--- src/rtl/riscv_dmem_pkg.sv ---
// Shared types and helpers for the RISC-V data-memory access sequencer.
// The split feature itself is selected by RISCV_DMEM_SPLIT_MISALIGNED_EN in the users of this package.
package riscv_dmem_pkg;

    localparam int DMEM_WIDTH_NARROW = 32;
    localparam int DMEM_WIDTH_WIDE   = 64;

    typedef enum logic [1:0] {
        SIZE_BYTE   = 2'd0,
        SIZE_HALF   = 2'd1,
        SIZE_WORD   = 2'd2,
        SIZE_DOUBLE = 2'd3
    } dmem_size_e;

    typedef enum logic [2:0] {
        ST_IDLE  = 3'd0,
        ST_BEAT0 = 3'd1,
        ST_BEAT1 = 3'd2,
        ST_FAULT = 3'd3,
        ST_RESP  = 3'd4
    } dmem_state_e;

    function automatic bit dmem_width_ok(input int width);
        return (width == DMEM_WIDTH_NARROW) || (width == DMEM_WIDTH_WIDE);
    endfunction

    // Lane mask spanning two beats; callers keep the low 2*NB bits.
    function automatic logic [15:0] dmem_byte_mask(input logic [2:0] offset, input dmem_size_e size);
        logic [15:0] ones;
        ones = (16'h1 << (4'h1 << size)) - 16'h1;
        return ones << offset;
    endfunction

endpackage

--- src/rtl/riscv_dmem_lane_align.sv ---
// Byte-lane steering: store-data rotation, load-data merge/rotate and sign/zero extension.
// With RISCV_DMEM_SPLIT_MISALIGNED_EN the read path merges two beats; otherwise it uses one.
module riscv_dmem_lane_align
    import riscv_dmem_pkg::*;
#(
    parameter  int DATA_WIDTH = 32,
    localparam int NB         = DATA_WIDTH / 8,
    localparam int OB         = $clog2(NB)
) (
    input  logic [DATA_WIDTH-1:0] wdata,
    input  logic [OB-1:0]         wr_offset,
    output logic [DATA_WIDTH-1:0] wdata_rot,
    input  logic [DATA_WIDTH-1:0] rdata_lo,
`ifdef RISCV_DMEM_SPLIT_MISALIGNED_EN
    input  logic [DATA_WIDTH-1:0] rdata_hi,
`endif
    input  logic [OB-1:0]         rd_offset,
    input  dmem_size_e            rd_size,
    input  logic                  rd_signed,
    output logic [DATA_WIDTH-1:0] rdata_out
);

    logic [DATA_WIDTH-1:0] shifted;
    logic                  sign_bit;
    int                    nbytes;

    // Rotate-left by whole bytes: upper half of the doubled word shifted left.
    assign wdata_rot = DATA_WIDTH'(({wdata, wdata} << {wr_offset, 3'b000}) >> DATA_WIDTH);

`ifdef RISCV_DMEM_SPLIT_MISALIGNED_EN
    assign shifted = DATA_WIDTH'({rdata_hi, rdata_lo} >> {rd_offset, 3'b000});
`else
    assign shifted = rdata_lo >> {rd_offset, 3'b000};
`endif

    always_comb begin
        nbytes    = 1 << rd_size;
        sign_bit  = 1'b0;
        rdata_out = '0;
        for (int i = 0; i < NB; i++) begin
            if (i == nbytes - 1) sign_bit = shifted[8*i+7];
        end
        for (int i = 0; i < NB; i++) begin
            rdata_out[8*i +: 8] = (i < nbytes) ? shifted[8*i +: 8] : {8{rd_signed & sign_bit}};
        end
    end

endmodule

--- src/rtl/riscv_dmem_access_sequencer.sv ---
// Data-memory access engine: one request at a time, one or two bus beats, single-cycle response.
// Define RISCV_DMEM_SPLIT_MISALIGNED_EN to split misaligned accesses instead of faulting them.
module riscv_dmem_access_sequencer
    import riscv_dmem_pkg::*;
#(
    parameter int DATA_WIDTH = 32,
    parameter int ADDR_WIDTH = 32
) (
    input  logic                    clk,
    input  logic                    reset_n,
    input  logic                    req_valid,
    output logic                    req_ready,
    input  logic                    req_write,
    input  logic [1:0]              req_size,
    input  logic                    req_signed,
    input  logic [ADDR_WIDTH-1:0]   req_address,
    input  logic [DATA_WIDTH-1:0]   req_wdata,
    output logic                    bus_valid,
    output logic                    bus_write,
    output logic [ADDR_WIDTH-1:0]   bus_address,
    output logic [DATA_WIDTH/8-1:0] bus_byte_enable,
    output logic [DATA_WIDTH-1:0]   bus_wdata,
    input  logic                    bus_ack,
    input  logic [DATA_WIDTH-1:0]   bus_rdata,
    output logic                    resp_valid,
    output logic [DATA_WIDTH-1:0]   resp_rdata,
    output logic                    resp_fault
);
    // state    | meaning
    // ST_IDLE  | ready for a request
    // ST_BEAT0 | first (or only) bus beat outstanding
    // ST_BEAT1 | second beat of a word-crossing access
    // ST_FAULT | rejected request, no bus activity
    // ST_RESP  | one-cycle response pulse

    localparam int NB = DATA_WIDTH / 8;
    localparam int OB = $clog2(NB);

    generate
        if (!dmem_width_ok(DATA_WIDTH)) begin : g_bad_width
            $error("riscv_dmem_access_sequencer: DATA_WIDTH must be 32 or 64");
        end
    endgenerate

    dmem_state_e           state, state_next;
    dmem_size_e            req_size_e, size_q;
    logic [OB-1:0]         req_offset, offset_q;
    logic [2*NB-1:0]       req_mask;
    logic                  size_illegal, req_fault, accept;
    logic                  signed_q, fault_q;
    logic [DATA_WIDTH-1:0] wdata_rot, rdata_merged, rdata_lo;

    assign req_size_e   = dmem_size_e'(req_size);
    assign req_offset   = req_address[OB-1:0];
    assign req_mask     = (2*NB)'(dmem_byte_mask(3'(req_offset), req_size_e));
    assign size_illegal = req_size > 2'(OB);
    assign accept       = (state == ST_IDLE) && req_valid;

`ifdef RISCV_DMEM_SPLIT_MISALIGNED_EN
    logic [NB-1:0]         mask_hi_q;
    logic [DATA_WIDTH-1:0] rdata0_q;

    assign req_fault = size_illegal;
    assign rdata_lo  = (state == ST_BEAT1) ? rdata0_q : bus_rdata;
    assign bus_valid = (state == ST_BEAT0) || (state == ST_BEAT1);
`else
    logic [OB-1:0] align_bits;

    // Anything misaligned, or reaching into a second beat, is rejected.
    assign align_bits = OB'((4'h1 << req_size) - 4'h1);
    assign req_fault  = size_illegal || ((req_offset & align_bits) != '0) || (|req_mask[2*NB-1:NB]);
    assign rdata_lo   = bus_rdata;
    assign bus_valid  = (state == ST_BEAT0);
`endif

    assign req_ready  = (state == ST_IDLE);
    assign resp_valid = (state == ST_RESP);
    assign resp_fault = resp_valid && fault_q;

    always_ff @(posedge clk or negedge reset_n) begin
        if (!reset_n) state <= ST_IDLE;
        else          state <= state_next;
    end

    always_comb begin
        state_next = state;
        unique case (state)
            ST_IDLE:  if (req_valid) state_next = req_fault ? ST_FAULT : ST_BEAT0;
            ST_FAULT: state_next = ST_RESP;
            ST_BEAT0: begin
                if (bus_ack) begin
`ifdef RISCV_DMEM_SPLIT_MISALIGNED_EN
                    state_next = (|mask_hi_q) ? ST_BEAT1 : ST_RESP;
`else
                    state_next = ST_RESP;
`endif
                end
            end
`ifdef RISCV_DMEM_SPLIT_MISALIGNED_EN
            ST_BEAT1: if (bus_ack) state_next = ST_RESP;
`endif
            ST_RESP:  state_next = ST_IDLE;
            default:  state_next = ST_IDLE;
        endcase
    end

    always_ff @(posedge clk or negedge reset_n) begin
        if (!reset_n) begin
            bus_write       <= 1'b0;
            bus_address     <= '0;
            bus_byte_enable <= '0;
            bus_wdata       <= '0;
            resp_rdata      <= '0;
            offset_q        <= '0;
            size_q          <= SIZE_BYTE;
            signed_q        <= 1'b0;
            fault_q         <= 1'b0;
`ifdef RISCV_DMEM_SPLIT_MISALIGNED_EN
            mask_hi_q       <= '0;
            rdata0_q        <= '0;
`endif
        end else begin
            if (accept) begin
                offset_q        <= req_offset;
                size_q          <= req_size_e;
                signed_q        <= req_signed;
                fault_q         <= req_fault;
                resp_rdata      <= '0;
                bus_write       <= req_write;
                bus_address     <= {req_address[ADDR_WIDTH-1:OB], {OB{1'b0}}};
                bus_byte_enable <= req_mask[NB-1:0];
                bus_wdata       <= wdata_rot;
`ifdef RISCV_DMEM_SPLIT_MISALIGNED_EN
                mask_hi_q       <= req_mask[2*NB-1:NB];
`endif
            end
`ifdef RISCV_DMEM_SPLIT_MISALIGNED_EN
            if ((state == ST_BEAT0) && bus_ack && (|mask_hi_q)) begin
                rdata0_q        <= bus_rdata;
                bus_address     <= bus_address + ADDR_WIDTH'(NB);
                bus_byte_enable <= mask_hi_q;
            end else if (bus_valid && bus_ack && !bus_write) begin
                resp_rdata <= rdata_merged;
            end
`else
            if (bus_valid && bus_ack && !bus_write) resp_rdata <= rdata_merged;
`endif
        end
    end

    riscv_dmem_lane_align #(
        .DATA_WIDTH(DATA_WIDTH)
    ) u_lane_align (
        .wdata     (req_wdata),
        .wr_offset (req_offset),
        .wdata_rot (wdata_rot),
        .rdata_lo  (rdata_lo),
`ifdef RISCV_DMEM_SPLIT_MISALIGNED_EN
        .rdata_hi  (bus_rdata),
`endif
        .rd_offset (offset_q),
        .rd_size   (size_q),
        .rd_signed (signed_q),
        .rdata_out (rdata_merged)
    );

endmodule
--- config.mk ---
export PLATFORM = sky130hd
export DESIGN_NAME = riscv_dmem_access_sequencer
export DESIGN_NICKNAME = d
export VERILOG_FILES = /design/src/rtl/riscv_dmem_pkg.sv /design/src/rtl/riscv_dmem_lane_align.sv /design/src/rtl/riscv_dmem_access_sequencer.sv
export SDC_FILE = /design/constraint.sdc
export NUM_CORES = 1
export LEC_CHECK = 0
export ABC_CLOCK_PERIOD_IN_PS = 2000
export CAP_MARGIN = 20
export CORE_UTILIZATION = 44
export DETAILED_ROUTE_END_ITERATION = 12
export PLACE_DENSITY = 0.87
export SLEW_MARGIN = 20
export SYNTH_ARGS = -nofsm -noshare
export SYNTH_HDL_FRONTEND = slang
export SYNTH_SLANG_ARGS = --single-unit
export TNS_END_PERCENT = 1
--- constraint.sdc ---
create_clock -name clk -period 2 [get_ports clk]
set_input_delay 0.4 -clock clk [delete_from_list [all_inputs] [get_ports clk]]
set_output_delay 0.4 -clock clk [all_outputs]
set_load 0.03 [all_outputs]
==> summary.txt, run 1 <==
Timing
  – Part of the cycle the worst path needs: 96.3%
  – Highest clock rate: 519 MHz
  – Max-Slew Margin vs Limit: 55.0%
  – Final clock skew: 5.73 ps
  – Slew Limit Fails: 0
  – Hold_ws: 479 ps
  – Tightest Pin Transition: 673 ps
  – Hold Vio Cnt, Final: 0
  – Final setup fails: 0
  – Final worst slack: 74.3 ps
  – Min Tclk post-route: 1930 ps
  – RSZ-0062 raised after global routing: false

CTS
  – Root buf cell: clkbuf_16
  – Clock sink count: 108
  – Post-CTS Setup Bufs: 0
  – Worst skew pair latency: about 340 ps
  – Clk slew on worst S/H paths: ~70 ps
  – Maximum clock insertion buffer count: 2
  – Inserted Clock Buffers: 9
  – CTS tree: done
  – H-tree Lvls: 3

Global route
  – Global Route Usage Sum: about a quarter
  – Number of global-route vias before repair: 4433
  – GRT overflow: 0
  – First-pass GRT wire length: between 20 and 25 mm
  – Largest net degree at the start of global routing: 55
  – Initial antenna violation count: 0

Finish
  – NumNets Final: 683
  – Area grow syn2layout: 49.0%
  – Antenna diode count: 0
  – Share of layout cells above drive strength 1: between 20% and 30%
  – # fillers: between 800 and 900

Synthesis
  – Synth area leaders: dfrtp_1, mux2_2, mux4_2
  – Post-synthesis sequential area ratio: between 50% and 60%
  – Seq cells post-synth: roughly 110
  – Post-Syn Instances: 370
  – Yosys top cell area share: 50.4%
  – Yosys warnings: 0
  – Synthesized area: 5360 sq um
  – Yosys top cell by area: dfrtp_1
  – Post-Syn Area per Cell: about 14 sq um
  – Post-synth cell types: 34

Floorplan
  – Core ar.: between 10000 and 15000 sq um
  – Die Height: 112 um
  – Initial core utilization: a little under half
  – Die ar.: around 13000 sq um
  – Ports: 209
  – Die extent in x: 112 um
  – Num rows: 39

Routing
  – Vias per cell: 5.65
  – Detail Route Antenna Nets: 0
  – Number of remaining DRC errors: 0
  – First drt pass iteration count: 4
  – Final WL: roughly 14 mm
  – WL per Instance: roughly 20 um
  – Via count: 4107
  – 1st-iter DRT viols: roughly 230

Flow run
  – # Max-Cap Violations: 0

Placed design
  – PortBufs: 206
  – Place WS: -385 ps
  – Detailed placer's ending HPWL: 10.9 mm
  – Routability Congestion: 0.954

Setup path
  – Crit path max fanout: 3
  – Worst EP arrival: 1530 ps
  – Worst setup SP type: flop
  – Critical Path RT: 1600 ps
  – Worst setup EP type: output pin
  – CP Class: flop to output pin

Worst hold path
  – Hold Path Class: input port to async pin

Outcome
  – Outcome: complete, no violations

Power and ir drop
  – Power Dens Cells: ~1600 nW/um^2
  – Peak supply drop: about 1 mV
  – Leakage: 3.30 nW
-- worst paths after layout --
kind                                    startpoint            endpoint  slack [ps]  cells after the start
worst max register to register            state[1]      resp_rdata[16]         110                      6
worst min-delay path                       reset_n     bus_address[11]         480                      2
worst min register to register  bus_byte_enable[0]  bus_byte_enable[0]         480                      2
worst max-delay path                      state[1]           bus_valid          70                      3
max in group asynchronous                  reset_n       bus_wdata[10]         940                      3
min in group clk                bus_byte_enable[0]  bus_byte_enable[0]         480                      2
-- cells in the final DEF (no fill, tap or decap), types with 3 or more instances in the layout --
cell type / netlist / final
a21oi_1: 9 / 8
a221o_1: 16 / 16
a22o_1: 16 / 16
buf_12: 0 / 6
buf_4: 3 / 15
clkbuf_16: 0 / 9
clkdlybuf4s50_1: 0 / 199
clkinv_4: 0 / 3
dfrtp_1: 108 / 108
mux2_2: 76 / 76
mux2i_1: 15 / 15
mux4_2: 33 / 33
nand2_1: 14 / 13
nand2b_1: 3 / 3
nor2_1: 5 / 5
nor2b_1: 3 / 3
nor3b_1: 3 / 3
o21ai_0: 16 / 16
-- per-layer routing --
metal / global-route usage, % / routed length (um) / share of wire [%]
met1: 28.3 / 5490 / 38
met2: 41.1 / 7170 / 50
met3: 7.83 / 1500 / 10
met4: 7.20 / 165 / 1.2
met5: 0 / 0 / 0
-- synthesized netlist by cell type, drive strengths merged --
cell type / count
dfrtp: 108
a22o: 16
mux4: 33
a2bb2oi: 1
o31ai: 2
conb: 1
o22ai: 1
nor2b: 3
o21ai: 17
nand4b: 1
o21a: 2
a21o: 2
nand3: 1
mux2: 76
nand2: 14
o311a: 1
and2: 2
nor3b: 4
buf: 22
nor2: 5
a221o: 16
nand2b: 3
clkbuf: 8
a211oi: 2
a21oi: 9
nor3: 4
mux2i: 16
-- final cells by class --
cell class | instances | area [sq um] | share of cell area (%)
clock buffers | 9 | 225 | 2.82
clock inverters | 7 | 75.1 | 0.940
multi-input cells | 233 | 2530 | 31.7
flip-flops and latches | 108 | 2700 | 33.8
well taps | 143 | 179 | 2.24
repair buffers | 227 | 2280 | 28.5
-- registers in the layout (all words and copies together), names as in the netlist --
| signal | flops |
|---|---|
| bus_write | 1 |
| state | 3 |
| offset_q | 2 |
| resp_rdata | 32 |
| signed_q | 1 |
| fault_q | 1 |
| bus_byte_enable | 4 |
| bus_address | 30 |
| size_q | 2 |
| bus_wdata | 32 |
-- cell families after synthesis --
kind of cell           after synthesis  share of synthesized area [%]
AOI/OAI and AO/OA                   69                           9.90
buffers and inverters               30                           2.82
DFF                                108                           50.4
muxes                              125                           33.1
other                                1                         0.0700
and+or+nand+nor                     37                           3.73
-- power breakdown --
group / total (mW) / switching [mW] / internal [mW]
Combinational: 7.14 / 3.80 / 3.33
Sequential: 3.87 / 0.661 / 3.21
Clock: 1.80 / 0.820 / 0.979
-- worst max-delay path: stages, from the launching register on --
cell and delay, ps:
dfrtp_1 380, buf_4 150, nor3b_2 230, clkdlybuf4s15_1 420
-- metrics by stage --
step	utilization [%]	instance area [sq um]	TNS [ps]	total power, mW	std cells
6_report	68.5	7990	0	12.8	727
5_1_grt	68.5	7990	0	13.4	727
4_1_cts	68.5	7990	0	12.9	727
3_5_place_dp	65.8	7680	-10430	11.1	710
3_3_place_gp	65.8	7680	-8310	10.9	710
2_1_floorplan	-	5360	0	7.99	371
-- repair_timing --
item,CTS,global route
gates cloned,0,0
hold endpoints to repair,18,0
hold buffers,1,0
gates resized for setup,5,3
endpoints found under the setup margin,13,2
pin swaps,0,0
Note: power is estimated with default switching activity, not from simulation.
==> inputs of run 2 (changes only) <==
--- a/config.mk
+++ b/config.mk
@@ -9,7 +9,7 @@
 export CAP_MARGIN = 20
 export CORE_UTILIZATION = 44
 export DETAILED_ROUTE_END_ITERATION = 12
-export PLACE_DENSITY = 0.87
+export PLACE_DENSITY = 0.81
 export SLEW_MARGIN = 20
 export SYNTH_ARGS = -nofsm -noshare
 export SYNTH_HDL_FRONTEND = slang
==> summary.txt, run 2 (synthesis gave the netlist of run 1 again) <==
Global route
  – Largest net degree at the start of global routing: 109 (+98%)
  – Global Route Usage Sum: 23.5% (-0.30 points)
  – First-pass GRT wire length: 22.9 mm (-0.77%)
  – Number of global-route vias before repair: 4350 (-1.9%)
  – GRT overflow: 0 (unchanged)
  – Initial antenna violation count: 0 (unchanged)

Power and ir drop
  – Leakage: 3.30 nW (-0.14%)
  – Power Dens Cells: 1600 nW/um^2 (-0.20%)
  – Peak supply drop: 1.12 mV (+14%)
  – Overall power: 12.8 mW (about the same)

Setup path
  – Worst EP arrival: 1570 ps (+40 ps)
  – R2r startpoint: offset_q[0]
  – CP Class: flop to output pin
  – Crit path max fanout: 3 (unchanged)
  – RR Endpoint: resp_rdata[12]
  – Worst setup SP type: flop
  – Worst setup EP type: output pin
  – Critical Path RT: 1600 ps (about the same)
  – Worst r2r path cells: 5 (-1)
  – Reg2reg setup slack: 120 ps (about the same)

Timing
  – Tightest Pin Transition: 764 ps (+91.1 ps)
  – Hold Vio Cnt, Final: 0 (unchanged)
  – RSZ-0062 raised after global routing: true
  – Final worst slack: 26.0 ps (-48.3 ps)
  – Part of the cycle the worst path needs: 98.7% (+2.4 points)
  – Hold_ws: 103 ps (-376 ps)
  – Highest clock rate: 507 MHz (-2.4%)
  – Setup TNS: 0 ps (unchanged)
  – Min Tclk post-route: 1970 ps (+48.3 ps)
  – Final setup fails: 0 (unchanged)
  – Slew Limit Fails: 0 (unchanged)
  – Max-Slew Margin vs Limit: 48.9% (-6.1 points)
  – Final clock skew: 7.13 ps (+1.40 ps)

CTS
  – H-tree Lvls: 3 (unchanged)
  – Maximum clock insertion buffer count: 2 (unchanged)
  – Clock sink count: 108 (unchanged)
  – Inserted Clock Buffers: 9 (unchanged)
  – CTS tree: done
  – Post-CTS Hold Buffers: 0 (-1)
  – Clk slew on worst S/H paths: 70 ps (about the same)
  – Worst skew pair latency: 350 ps (about the same)
  – Root buf cell: clkbuf_16

Placed design
  – Placed Cells: 710 (unchanged)
  – Detailed placer's ending HPWL: 10.4 mm (-4.6%)
  – Routability Congestion: 0.907 (-4.9%)
  – Place WS: -222 ps (+163 ps)
  – PortBufs: 206 (unchanged)
  – Post-DP Area: 7700 sq um (+0.26%)

Worst hold path
  – Hold Path Class: input port to async pin

Routing
  – Via count: 4109 (+0.049%)
  – Final WL: 14.1 mm (-1.6%)
  – WL per Instance: 19.4 um (-1.5%)
  – First drt pass iteration count: 4 (unchanged)
  – 1st-iter DRT viols: 266 (+14%)
  – Detail Route Antenna Nets: 0 (unchanged)
  – Vias per cell: 5.66 (+0.19%)
  – Number of remaining DRC errors: 0 (unchanged)

Floorplan
  – Die Height: 112 um (unchanged)
  – Ports: 209 (unchanged)
  – Initial core utilization: 46.0% (unchanged)
  – Core ar.: 11700 sq um (unchanged)
  – Die ar.: 12600 sq um (unchanged)
  – Die extent in x: 112 um (unchanged)
  – Num rows: 39 (unchanged)

Finish
  – Biggest regs: bus_wdata (32), resp_rdata (32), bus_address (30)
  – Most frequent cells in the layout: clkdlybuf4s50_1, dfrtp_1, mux2_2
  – Share of layout cells above drive strength 1: 27.4% (+0.56 points)
  – NumNets Final: 682 (-0.15%)
  – Commonest non-fill, non-tap cell in the layout: clkdlybuf4s50_1
  – Finished Layout Cells: 726 (-0.14%)
  – End-of-flow core utilization: 68.6% (+0.075 points)
  – # fillers: 829 (-2.8%)
  – Final design instance area without fill: 8000 sq um (+0.11%)
  – Area grow syn2layout: 49.2%
  – Antenna diode count: 0 (unchanged)

Outcome
  – Outcome: complete, no violations

Flow run
  – # Max-Cap Violations: 0 (unchanged)
-- run 2: changes by cell type in the layout (fill, tap and decap cells not counted), sizes merged --
cell           delta
bufinv            -1
dlygate4sd2       -1
clkdlybuf4s15     +1
clkinv            -2
dlygate4sd3       -1
clkinvlp          +1
clkbuf            +2
-- run 2: how the worst max path moves through the flow --
stage | startpoint | end | cells after the start
after global routing | state[0] | req_ready | 3
after global placement | bus_ack | resp_rdata[8] | 6
final | state[0] | req_ready | 3
after floorplan | state[1] | resp_fault | 2
after CTS | state[0] | req_ready | 3
after detailed placement | bus_ack | resp_rdata[3] | 6
-- run 2: power breakdown --
group	total, mW	switching, mW	internal [mW]
registers	3.85	0.645	3.21
logic	7.19	3.79	3.40
clock network	1.75	0.824	0.929
total	12.8	5.26	7.53
-- run 2: worst max-delay path: stages (launching register included) --
cell and delay (ps):
dfrtp_1 400, buf_4 140, nor3_2 310, clkdlybuf4s15_2 370
-- run 2: metal layers --
layer	vias to the layer above	track usage (%)	share of wire, %
met2	209	40.3	51
met5	-	0	0
met3	18	6.64	9.3
met1	2040	28.3	38
met4	0	8.89	2.1
li1	1842	-	-
-- run 2: what timing repair did --
action	4_1_cts	5_1_grt
gates resized for setup	9	2
setup endpoints to repair	4	4
buffers inserted	0	0
pin swaps	0	0
-- run 2: layout make-up --
| type | instances | area, sq um | share of cell area, % |
|---|---|---|---|
| Timing Repair Buffer | 226 | 2280 | 28.6 |
| Sequential cell | 108 | 2700 | 33.8 |
| Multi-Input combinational cell | 233 | 2530 | 31.7 |
| Clock buffer | 11 | 253 | 3.16 |
| Clock inverter | 5 | 45.0 | 0.563 |
| Tap cell | 143 | 179 | 2.24 |
==> inputs of run 3 (changes only) <==
--- a/config.mk
+++ b/config.mk
@@ -5,11 +5,12 @@
 export SDC_FILE = /design/constraint.sdc
 export NUM_CORES = 1
 export LEC_CHECK = 0
+export ABC_AREA = 1
 export ABC_CLOCK_PERIOD_IN_PS = 2000
 export CAP_MARGIN = 20
-export CORE_UTILIZATION = 44
+export CORE_UTILIZATION = 45
 export DETAILED_ROUTE_END_ITERATION = 12
-export PLACE_DENSITY = 0.81
+export PLACE_DENSITY = 0.82
 export SLEW_MARGIN = 20
 export SYNTH_ARGS = -nofsm -noshare
 export SYNTH_HDL_FRONTEND = slang
==> summary.txt, run 3 <==
Routing
  – WL per Instance: 15.1 um (-22%)
  – Vias per cell: 5.29 (-6.6%)
  – First drt pass iteration count: 5 (+1)
  – Detail Route Antenna Nets: 0 (unchanged)
  – Final WL: 15.5 mm (+9.9%)
  – Number of remaining DRC errors: 0 (unchanged)
  – Via count: 5433 (+32%)
  – 1st-iter DRT viols: 332 (+25%)

Global route
  – First-pass GRT wire length: 24.9 mm (+8.4%)
  – Largest net degree at the start of global routing: 50 (-54%)
  – GRT overflow: 0 (unchanged)
  – Number of global-route vias before repair: 5138 (+18%)
  – Global Route Usage Sum: 25.1% (+1.6 points)
  – Initial antenna violation count: 0 (unchanged)

Setup path
  – CP max-delay cell: dlygate4sd2_1
  – CP Class: flop to output pin
  – R2r startpoint: state[1]
  – Worst setup SP type: flop
  – Crit path cell chain: nor4_1 -> dlygate4sd2_1
  – Worst EP arrival: 1540 ps (-30 ps)
  – CP max stage delay: 460 ps (+60 ps)
  – Crit path max fanout: 5 (+2)
  – Worst setup EP type: output pin
  – Critical Path RT: 1600 ps (about the same)
  – Critical Path Source: state[1]

Floorplan
  – Core ar.: 12000 sq um (+2.6%)
  – Die extent in x: 113 um (+0.30%)
  – Initial core utilization: 46.1% (+0.15 points)
  – Die ar.: 12700 sq um (+0.60%)
  – Die Height: 113 um (+0.30%)
  – Num rows: 40 (+2.6%)
  – Ports: 209 (unchanged)

Timing
  – Max-Slew Margin vs Limit: 53.2% (+4.3 points)
  – Min Tclk post-route: 1940 ps (-35.4 ps)
  – Tightest Pin Transition: 700 ps (-63.7 ps)
  – Highest clock rate: 516 MHz (+1.8%)
  – Final worst slack: 61.4 ps (+35.4 ps)
  – RSZ-0062 raised after global routing: false
  – Setup TNS: 0 ps (unchanged)
  – Final setup fails: 0 (unchanged)
  – Final clock skew: 6.49 ps (-0.641 ps)
  – Hold Vio Cnt, Final: 0 (unchanged)
  – Part of the cycle the worst path needs: 96.9% (-1.8 points)
  – Slew Limit Fails: 0 (unchanged)

Power and ir drop
  – Overall power: 13.1 mW (+2.6%)
  – Peak supply drop: 0.929 mV (-17%)
  – Leakage: 3.60 nW (+9.2%)
  – Power Dens Cells: 1640 nW/um^2 (+2.8%)

Synthesis
  – Yosys top cell area share: 49.0% (-1.4 points)
  – Synth area leaders: dfrtp_1, nand2_1, o21ai_0
  – Post-Syn Area per Cell: 8.02 sq um (-45%)
  – Top-count cell post-synth: nand2_1
  – Top cells by count, synth: nand2_1, dfrtp_1, o21ai_0
  – Top FF cell, synth: dfrtp_1
  – Yosys top cell by area: dfrtp_1
  – Asr flop ratio synth: 100% (unchanged)
  – Post-synthesis sequential area ratio: 49.0% (-1.4 points)
  – Synthesized area: 5520 sq um (+2.9%)
  – Seq cells post-synth: 108 (unchanged)
  – Post-Syn Instances: 688 (+86%)
  – Post-synth cell types: 30 (-12%)
  – Yosys warnings: 0 (unchanged)
  – Post-synth EDFFs: 0 (unchanged)

Finish
  – Share of layout cells above drive strength 1: 9.19% (-18 points)
  – # fillers: 1012 (+22%)
  – Commonest non-fill, non-tap cell in the layout: nand2_1
  – Biggest regs: bus_wdata (32), resp_rdata (32), bus_address (30)
  – End-of-flow core utilization: 66.7% (-1.9 points)
  – Antenna diode count: 0 (unchanged)
  – Most frequent cells in the layout: nand2_1, clkdlybuf4s50_1, dfrtp_1
  – NumNets Final: 981 (+44%)
  – Area grow syn2layout: 44.7%

CTS
  – CTS tree: done
  – Post-CTS Setup Bufs: 0 (unchanged)
  – Inserted Clock Buffers: 9 (unchanged)
  – Root buf cell: clkbuf_16
  – Clock sink count: 108 (unchanged)
  – Maximum clock insertion buffer count: 2 (unchanged)
  – H-tree Lvls: 3 (unchanged)
  – Clk slew on worst S/H paths: 70 ps (about the same)
  – Worst skew pair latency: 350 ps (about the same)

Placed design
  – Detailed placer's ending HPWL: 11.2 mm (+7.8%)
  – PortBufs: 206 (unchanged)
  – Place WS: -73.7 ps (+148 ps)
  – Routability Congestion: 0.937 (+3.3%)

Outcome
  – Outcome: complete, no violations

Worst hold path
  – Hold Path Class: input port to async pin

Flow run
  – # Max-Cap Violations: 0 (unchanged)
## run 3: metal layers
layer,vias up,wire length [um],global-route usage (%)
met5,-,0,0
met4,0,364,10.1
met3,29,1460,7.87
met2,227,7290,41.0
met1,2539,6370,31.0
li1,2638,-,-
## run 3: through the flow
stage / std cells / hold WS [ps] / cell area, sq um
floorplan: 689 / 104 / 5520
global placement: 1013 / 385 / 7680
detailed placement: 1013 / 390 / 7680
CTS: 1028 / 10.2 / 7980
global route: 1028 / 34.0 / 7980
finish: 1028 / 0.120 / 7980
## run 3: report_power, final
part / internal, mW / switching (mW)
logic: 2.96 / 4.45
clock network: 1.00 / 0.828
registers: 3.22 / 0.650
## run 3: cells by family after synthesis
family / after synthesis / synth area share (%)
other: 1 / 0.0680
and+or+nand+nor: 343 / 26.8
DFF: 108 / 49.0
buffers and inverters: 79 / 7.19
AOI/OAI and AO/OA: 157 / 16.9
## run 3: critical path: cells and delay by family, from the launching register on
family | cells | cell delay [ps]
AND/OR/NAND/NOR | 1 | 270
flip-flops | 1 | 450
buffers and inverters | 1 | 460
## run 3: layout make-up
class | instances | area, sq um | share of cell area (%)
multi-input combinational | 502 | 2420 | 30.3
timing repair buffer | 227 | 2260 | 28.3
clock buffer | 10 | 239 | 2.99
tap | 147 | 184 | 2.30
clock inverter | 5 | 61.3 | 0.768
sequential | 108 | 2700 | 33.9
inverter | 29 | 111 | 1.40
## run 3: path summary, 6_finish.rpt
kind | to | slack, ps | depth (start not counted)
worst max-delay path | resp_fault | 60 | 2
worst min-delay path | state[0] | 0.1 | 1
worst max register to register | bus_byte_enable[3] | 280 | 6
worst min register to register | bus_address[24] | 470 | 2
max in group asynchronous | signed_q | 1440 | 2
min in group clk | bus_address[24] | 470 | 2
## run 3: timing repair
item	4_1_cts	5_1_grt
endpoints found under the setup margin	4	0
gates resized for setup	4	0
hold buffers	0	0
